## src/rtl/da_wave_ctrl.sv

```systemverilog
// da_wave_ctrl: phase-accumulator address sequencer for the DA waveform ROM.
// Turns registered ROM reads into scaled, offset-binary DAC samples with a
// valid flag. Runs continuously or for a burst of whole waveform periods.
module da_wave_ctrl #(
   parameter int unsigned PHASE_WIDTH = 32,
   parameter int unsigned ADDR_WIDTH  = 10,
   parameter int unsigned DATA_WIDTH  = 8,
   parameter int unsigned ROM_LATENCY = 1
) (
   input  logic                   clk,
   input  logic                   rst_n,
   input  logic [PHASE_WIDTH-1:0] cfg_fword,
   input  logic [ADDR_WIDTH-1:0]  cfg_poffset,
   input  logic [2:0]             cfg_amp_shift,
   input  logic [15:0]            cfg_cycles,
   input  logic                   cfg_load,
   input  logic                   start,
   input  logic                   stop,
   output logic [ADDR_WIDTH-1:0]  rom_addr,
   input  logic [DATA_WIDTH-1:0]  rom_data,
   output logic [DATA_WIDTH-1:0]  da_data,
   output logic                   da_valid,
   output logic                   busy,
   output logic                   done
);

   localparam int unsigned CNT_W   = 16;
   localparam int unsigned SHIFT_W = 3;
   localparam int unsigned DRAIN_W = 2;
   localparam int unsigned MID     = 2 ** (DATA_WIDTH - 1);
   localparam logic signed [DATA_WIDTH:0] MID_S      = (DATA_WIDTH + 1)'(MID);
   localparam logic [DRAIN_W-1:0]         DRAIN_LAST = DRAIN_W'(ROM_LATENCY - 1);
   localparam logic [CNT_W-1:0]           CNT_MAX    = {CNT_W{1'b1}};

   typedef enum logic [1:0] {S_IDLE, S_RUN, S_DRAIN} state_t;

   state_t                   r_state, w_state_nxt;
   logic [PHASE_WIDTH-1:0]   r_acc;
   logic [CNT_W-1:0]         r_cnt;
   logic [DRAIN_W-1:0]       r_drain_cnt;
   logic                     r_addr_vld;
   logic [ROM_LATENCY-1:0]   r_tag;

   // active shadow configuration and the value held pending during RUN
   logic [PHASE_WIDTH-1:0]   r_fword,   r_p_fword;
   logic [ADDR_WIDTH-1:0]    r_poffset, r_p_poffset;
   logic [SHIFT_W-1:0]       r_amp_shift, r_p_amp_shift;
   logic [CNT_W-1:0]         r_cycles,  r_p_cycles;
   logic                     r_pend;

   logic                     w_start, w_issue, w_drain_done;
   logic [PHASE_WIDTH:0]     w_sum;
   logic [CNT_W-1:0]         w_cnt_p1;
   logic                     w_wrap_ev, w_apply;
   logic [PHASE_WIDTH-1:0]   w_new_fword;
   logic [ADDR_WIDTH-1:0]    w_new_poffset, w_off;
   logic [SHIFT_W-1:0]       w_new_amp_shift;
   logic [CNT_W-1:0]         w_new_cycles;
   logic signed [DATA_WIDTH:0] w_s, w_sh;

   assign w_sum     = {1'b0, r_acc} + {1'b0, r_fword};
   assign w_cnt_p1  = r_cnt + CNT_W'(1);
   assign w_wrap_ev = (r_state == S_RUN) && !stop && w_sum[PHASE_WIDTH];
   assign w_apply   = w_wrap_ev && (cfg_load || r_pend);

   // a load arriving in the wrap cycle itself beats the older pending one
   assign w_new_fword     = cfg_load ? cfg_fword     : r_p_fword;
   assign w_new_poffset   = cfg_load ? cfg_poffset   : r_p_poffset;
   assign w_new_amp_shift = cfg_load ? cfg_amp_shift : r_p_amp_shift;
   assign w_new_cycles    = cfg_load ? cfg_cycles    : r_p_cycles;
   assign w_off           = w_apply ? w_new_poffset : r_poffset;

   assign w_s  = $signed({1'b0, rom_data}) - MID_S;
   assign w_sh = w_s >>> r_amp_shift;

   // state register
   always_ff @(posedge clk or negedge rst_n) begin
      if (!rst_n) r_state <= S_IDLE;
      else        r_state <= w_state_nxt;
   end

   // next-state and control strobes
   always_comb begin
      w_state_nxt  = r_state;
      w_start      = 1'b0;
      w_issue      = 1'b0;
      w_drain_done = 1'b0;
      case (r_state)
         S_IDLE: begin
            if (start && !stop) begin
               w_state_nxt = S_RUN;
               w_start     = 1'b1;
            end
         end
         S_RUN: begin
            if (stop) begin
               w_state_nxt = S_DRAIN;
            end else if (w_sum[PHASE_WIDTH] && (r_cycles != '0) && (w_cnt_p1 == r_cycles)) begin
               w_state_nxt = S_DRAIN;
            end else begin
               w_issue = 1'b1;
            end
         end
         S_DRAIN: begin
            if (r_drain_cnt == DRAIN_LAST) begin
               w_state_nxt  = S_IDLE;
               w_drain_done = 1'b1;
            end
         end
         default: w_state_nxt = S_IDLE;
      endcase
   end

   // accumulator, address issue, period counter, drain timer, status flags
   always_ff @(posedge clk or negedge rst_n) begin
      if (!rst_n) begin
         r_acc       <= '0;
         r_cnt       <= '0;
         r_drain_cnt <= '0;
         r_addr_vld  <= 1'b0;
         rom_addr    <= '0;
         busy        <= 1'b0;
         done        <= 1'b0;
      end else begin
         busy        <= (w_state_nxt != S_IDLE);
         done        <= w_drain_done;
         r_drain_cnt <= (r_state == S_DRAIN) ? r_drain_cnt + DRAIN_W'(1) : '0;
         if (w_start) begin
            r_acc      <= '0;
            r_cnt      <= '0;
            rom_addr   <= r_poffset;
            r_addr_vld <= 1'b1;
         end else if (w_issue) begin
            r_acc      <= w_sum[PHASE_WIDTH-1:0];
            rom_addr   <= w_sum[PHASE_WIDTH-1 -: ADDR_WIDTH] + w_off;
            r_addr_vld <= 1'b1;
            if (w_sum[PHASE_WIDTH] && (r_cnt != CNT_MAX)) r_cnt <= w_cnt_p1;
         end else begin
            r_addr_vld <= 1'b0;
         end
      end
   end

   // shadow config: direct in IDLE, deferred to the next phase wrap otherwise
   always_ff @(posedge clk or negedge rst_n) begin
      if (!rst_n) begin
         r_fword       <= '0;
         r_poffset     <= '0;
         r_amp_shift   <= '0;
         r_cycles      <= '0;
         r_p_fword     <= '0;
         r_p_poffset   <= '0;
         r_p_amp_shift <= '0;
         r_p_cycles    <= '0;
         r_pend        <= 1'b0;
      end else if (r_state == S_IDLE) begin
         if (cfg_load || r_pend) begin
            r_fword     <= w_new_fword;
            r_poffset   <= w_new_poffset;
            r_amp_shift <= w_new_amp_shift;
            r_cycles    <= w_new_cycles;
         end
         r_pend <= 1'b0;
      end else if (w_apply) begin
         r_fword     <= w_new_fword;
         r_poffset   <= w_new_poffset;
         r_amp_shift <= w_new_amp_shift;
         r_cycles    <= w_new_cycles;
         r_pend      <= 1'b0;
      end else if (cfg_load) begin
         r_p_fword     <= cfg_fword;
         r_p_poffset   <= cfg_poffset;
         r_p_amp_shift <= cfg_amp_shift;
         r_p_cycles    <= cfg_cycles;
         r_pend        <= 1'b1;
      end
   end

   // valid tags follow issued addresses through the ROM read latency
   always_ff @(posedge clk or negedge rst_n) begin
      if (!rst_n) begin
         r_tag <= '0;
      end else begin
         r_tag[0] <= r_addr_vld;
         for (int unsigned i = 1; i < ROM_LATENCY; i++) r_tag[i] <= r_tag[i-1];
      end
   end

   // amplitude scaling about midscale, registered to the DAC
   always_ff @(posedge clk or negedge rst_n) begin
      if (!rst_n) begin
         da_data  <= DATA_WIDTH'(MID);
         da_valid <= 1'b0;
      end else if (r_tag[ROM_LATENCY-1]) begin
         da_data  <= DATA_WIDTH'(w_sh + MID_S);
         da_valid <= 1'b1;
      end else begin
         da_data  <= DATA_WIDTH'(MID);
         da_valid <= 1'b0;
      end
   end

endmodule

```

## config.mk

```make
export PLATFORM = sky130hd
export DESIGN_NAME = da_wave_ctrl
export DESIGN_NICKNAME = d
export VERILOG_FILES = /design/src/rtl/da_wave_ctrl.sv
export SDC_FILE = /design/constraint.sdc
export NUM_CORES = 1
export LEC_CHECK = 0
export BUFFER_PORTS_ARGS = -buffer_cell sky130_fd_sc_hd__buf_2
export CAP_MARGIN = 5
export CORE_UTILIZATION = 30
export CTS_BUF_LIST = sky130_fd_sc_hd__clkbuf_8
export DETAILED_ROUTE_END_ITERATION = 7
export HOLD_SLACK_MARGIN = 0.12
export SLEW_MARGIN = 40
export SYNTH_ARGS = -nofsm -noshare
export SYNTH_HDL_FRONTEND = slang
export SYNTH_SLANG_ARGS = --single-unit
```

## constraint.sdc

```tcl
create_clock -name clk -period 4.7 [get_ports clk]
set_input_delay 1.41 -clock clk [delete_from_list [all_inputs] [get_ports clk]]
set_output_delay 1.41 -clock clk [all_outputs]
set_load 0.02 [all_outputs]
```

==> impl_metrics.ini <==
[drt]
vias = 8347
wirelength_um = 25800
viasPerCell = 5.04
drcViolationCount = 10
firstDrtPassIters = 7
drt_iter0_drc = 453
wl_per_cell_um = 15.6
drtAntennaViolNets = 0

[synth]
synth_nets = 1218
synth-simple-area-share_pct = 13.2
avgSynthCellArea_um2 = 10.0
synthAdderAreaFrac_pct = 5.26
synth_edf_count = 0
ys.flop_type = dfrtp_1
synth_mux_area_share_pct = 13.1
ys_seq_area_share_pct = 45.1
ys_types = 71
synth_compound_area_share_pct = 15.7
synthXorXnorAreaFrac_pct = 4.54
async_flop_share_pct = 100
netlist_area_um2 = 11000
synth_top_family_by_area = compound AO/OA/AOI/OAI gates
ys_ff_latch = 198
synth_cells = 1099
yosysWarnings = 0

[floorplanning]
chipHeight_um = 193
coreArea_um2 = 35800
initial_utilization_pct = 30.7
die_area_um2 = 37400
num_io_pins = 95
die_w_um = 193
rows = 69

[final_layout]
drive_above_1_share_pct = 21.4
final_cell_mix = dfrtp_1 (197), nor2_1 (99), a21oi_1 (99)
finalNonFillerCells = 1655
final_nets = 1300
layout_commonest_cell = dfrtp_1
num_antenna_cells = 0
area_delta_synth_final_pct = 13.6

[worst_setup_path]
critPathMaxStageDelay_ns = 0.40
cp.arrival_ns = 4.81
crit_required_ns = 5.08
crit_type = reg -> reg
path_cells = ha_1 -> fa_2 -> a21oi_2 -> nor2_1 -> o31ai_2 -> a21oi_1 -> o21bai_1 -> a31o_2 -> o21bai_1 -> a21oi_2 -> xnor2_2 -> ha_1 -> fa_1 -> a21o_1 -> a21oi_1 -> o21bai_1 -> a21oi_1 -> o21bai_1 -> a21oi_1 -> xor2_1 -> nand2_1 -> o221a_1
cpMaxStageDelayCell = dfrtp_1
startpoint_type = flip-flop
endpoint_kind = flip-flop
reg2reg_depth = 22
critPathMaxFanout = 3

[timing]
slew_headroom_pct = 46.7
max_freq_mhz = 226
fin_crit_ns = 4.43
slew_violations = 0
hold_violations = 0
clock-skew-final_ns = 0.0181
tightest_slew_ns = 0.796
setup_slack_ns = 0.269
fin_crit_sh_pct = 94.3
setup_viol_count_final = 0
setup_tns_ns = 0

[global_routing]
gr-total-overflow = 0
grt_pass1_wl_um = 42500
grt_util_all_layers_pct = 14.0
grt_pass1_vias = 8176
antenna_found_initial = 2
grt_max_degree = 74

[clocking]
numCtsBuffers = 17
cts.sinks = 198
cts_tree = yes
post_cts_resized = 0
cts_max_path_buffers = 2
cts.clk_slew.worst_paths_ns = 0.10
post_cts_buffers = 0
hold_buffers = 0
cts-root-buf = clkbuf_8
h-tree-depth = 4
clk_latency_ns = 0.49

[placement]
gp_congestion = 0.857
numPlacedInstances = 1623
port_buffers = 94
dp_hpwl_um = 19000
dp_slack_ns = -0.0246

[pwr]
cellPowerDensity_nw_per_um2 = 724
switchingPower_mw = 3.85
clockPowerShare_pct = 12.3
seqPwrFrac_pct = 31.5
max-vdd-ir-drop_uv = 364
p_int_mw = 5.20
p_leak_nw = 5.60
swShare_pct = 42.6
power_frac_comb_pct = 56.3

[run]
cap_viol_max_count = 0

[run_status]
violations = DRC
status = finished, violations left

[worst_hold_path]
hp-class = reg -> reg
whs_path_depth = 0
## metal layers
metal | share of wire [%] | up-vias | GRT usage, % | routed length, um
met5 | 0.12 | - | 0 | 31
met4 | 1.7 | 4 | 4.62 | 440
met3 | 3.4 | 29 | 2.70 | 885
met2 | 46 | 126 | 22.6 | 11900
met1 | 49 | 4090 | 18.8 | 12500
li1 | - | 4098 | - | -
## per-stage QoR
stage               power (mW)  instance area, um^2  hold WS (ns)  util, %
finish                    9.05                12500         0.358     34.9
global route              9.89                12500         0.384     34.9
CTS                       9.05                12400         0.358     34.7
detailed placement        7.90                12000         0.335     33.6
global placement          7.86                12000         0.336     33.6
floorplan                 6.51                11000         0.331        -
## layout make-up
| type | count | area (um^2) |
|---|---|---|
| Fill cell | 3592 | 23300 |
| Multi-Input combinational cell | 821 | 5760 |
| Sequential cell | 198 | 4960 |
| Timing Repair Buffer | 123 | 724 |
| Tap cell | 461 | 577 |
| Clock buffer | 19 | 262 |
| Clock inverter | 13 | 139 |
| Inverter | 20 | 75.1 |
## final timing paths
| check | slack [ns] | start | to |
|---|---|---|---|
| setup / recovery | 0.27 | r_acc[0] | rom_addr[8] |
| hold reg to reg | 0.36 | r_addr_vld | r_tag |
| max in group asynchronous | 2.93 | rst_n | r_fword[13] |
| setup reg to reg | 0.27 | r_acc[0] | rom_addr[8] |
| min in group asynchronous | 0.85 | rst_n | r_p_amp_shift[2] |
| hold / removal | 0.36 | r_addr_vld | r_tag |
## flip-flops by register name, summed over array words and instances (netlist names), 2 cells and up
name           cells
r_acc             32
r_fword           32
r_p_fword         32
r_cnt             16
r_cycles          16
r_p_cycles        16
r_p_poffset       10
r_poffset         10
rom_addr          10
da_data            8
r_amp_shift        3
r_p_amp_shift      3
r_drain_cnt        2
r_state            2
## logic make-up (layout without fill, tap and decap cells)
logic type               after synthesis  in the layout
AO/OA/AOI/OAI                        280            280
buffers and inverters                 80            175
XOR/XNOR                              57             57
multiplexers                         134            134
AND/OR/NAND/NOR                      305            305
adder cells (fa/ha/maj)               45             45
flip-flops                           198            198
## critical path: cells and delay by family, from the launching register on
family / cells / cell delay, ns
AOI/OAI and AO/OA: 14 / 2.24
xor gates and xnor gates: 2 / 0.28
adders and majority gates: 4 / 1.25
DFF: 1 / 0.40
and+or+nand+nor: 2 / 0.17
## cells in the mapped netlist, drive strengths merged, types with 4 or more instances
library cell,instances,area [um^2]
a31o,4,35.0
mux2i,66,661
and3,13,81.3
nor2b,9,56.3
a31oi,6,37.5
o21ai,80,400
nand4,10,68.8
o21a,7,52.6
buf,30,170
ha,43,538
inv,20,75.1
nor4,7,65.1
xnor2,37,324
nand2,98,370
mux2,67,754
and2,6,37.5
or3,9,56.3
nand2b,12,75.1
nor2,101,387
xor2,20,175
o221a,10,113
o31ai,12,90.1
nor3,6,30.0
clkbuf,30,113
o211ai,4,30.0
a211oi,6,45.0
o21bai,9,67.6
dfrtp,197,4930
nand3,22,120
a21o,16,120
a21oi,102,522
## power by group through the flow
stage	Sequential, mW	Combinational, mW	Clock (mW)
2_1_floorplan	2.78	3.73	0
3_3_place_gp	2.86	4.99	0
3_5_place_dp	2.89	5.01	0
4_1_cts	2.85	5.04	1.16
5_1_grt	2.93	5.74	1.22
6_report	2.85	5.09	1.11
(Power assumes the default switching activity.)
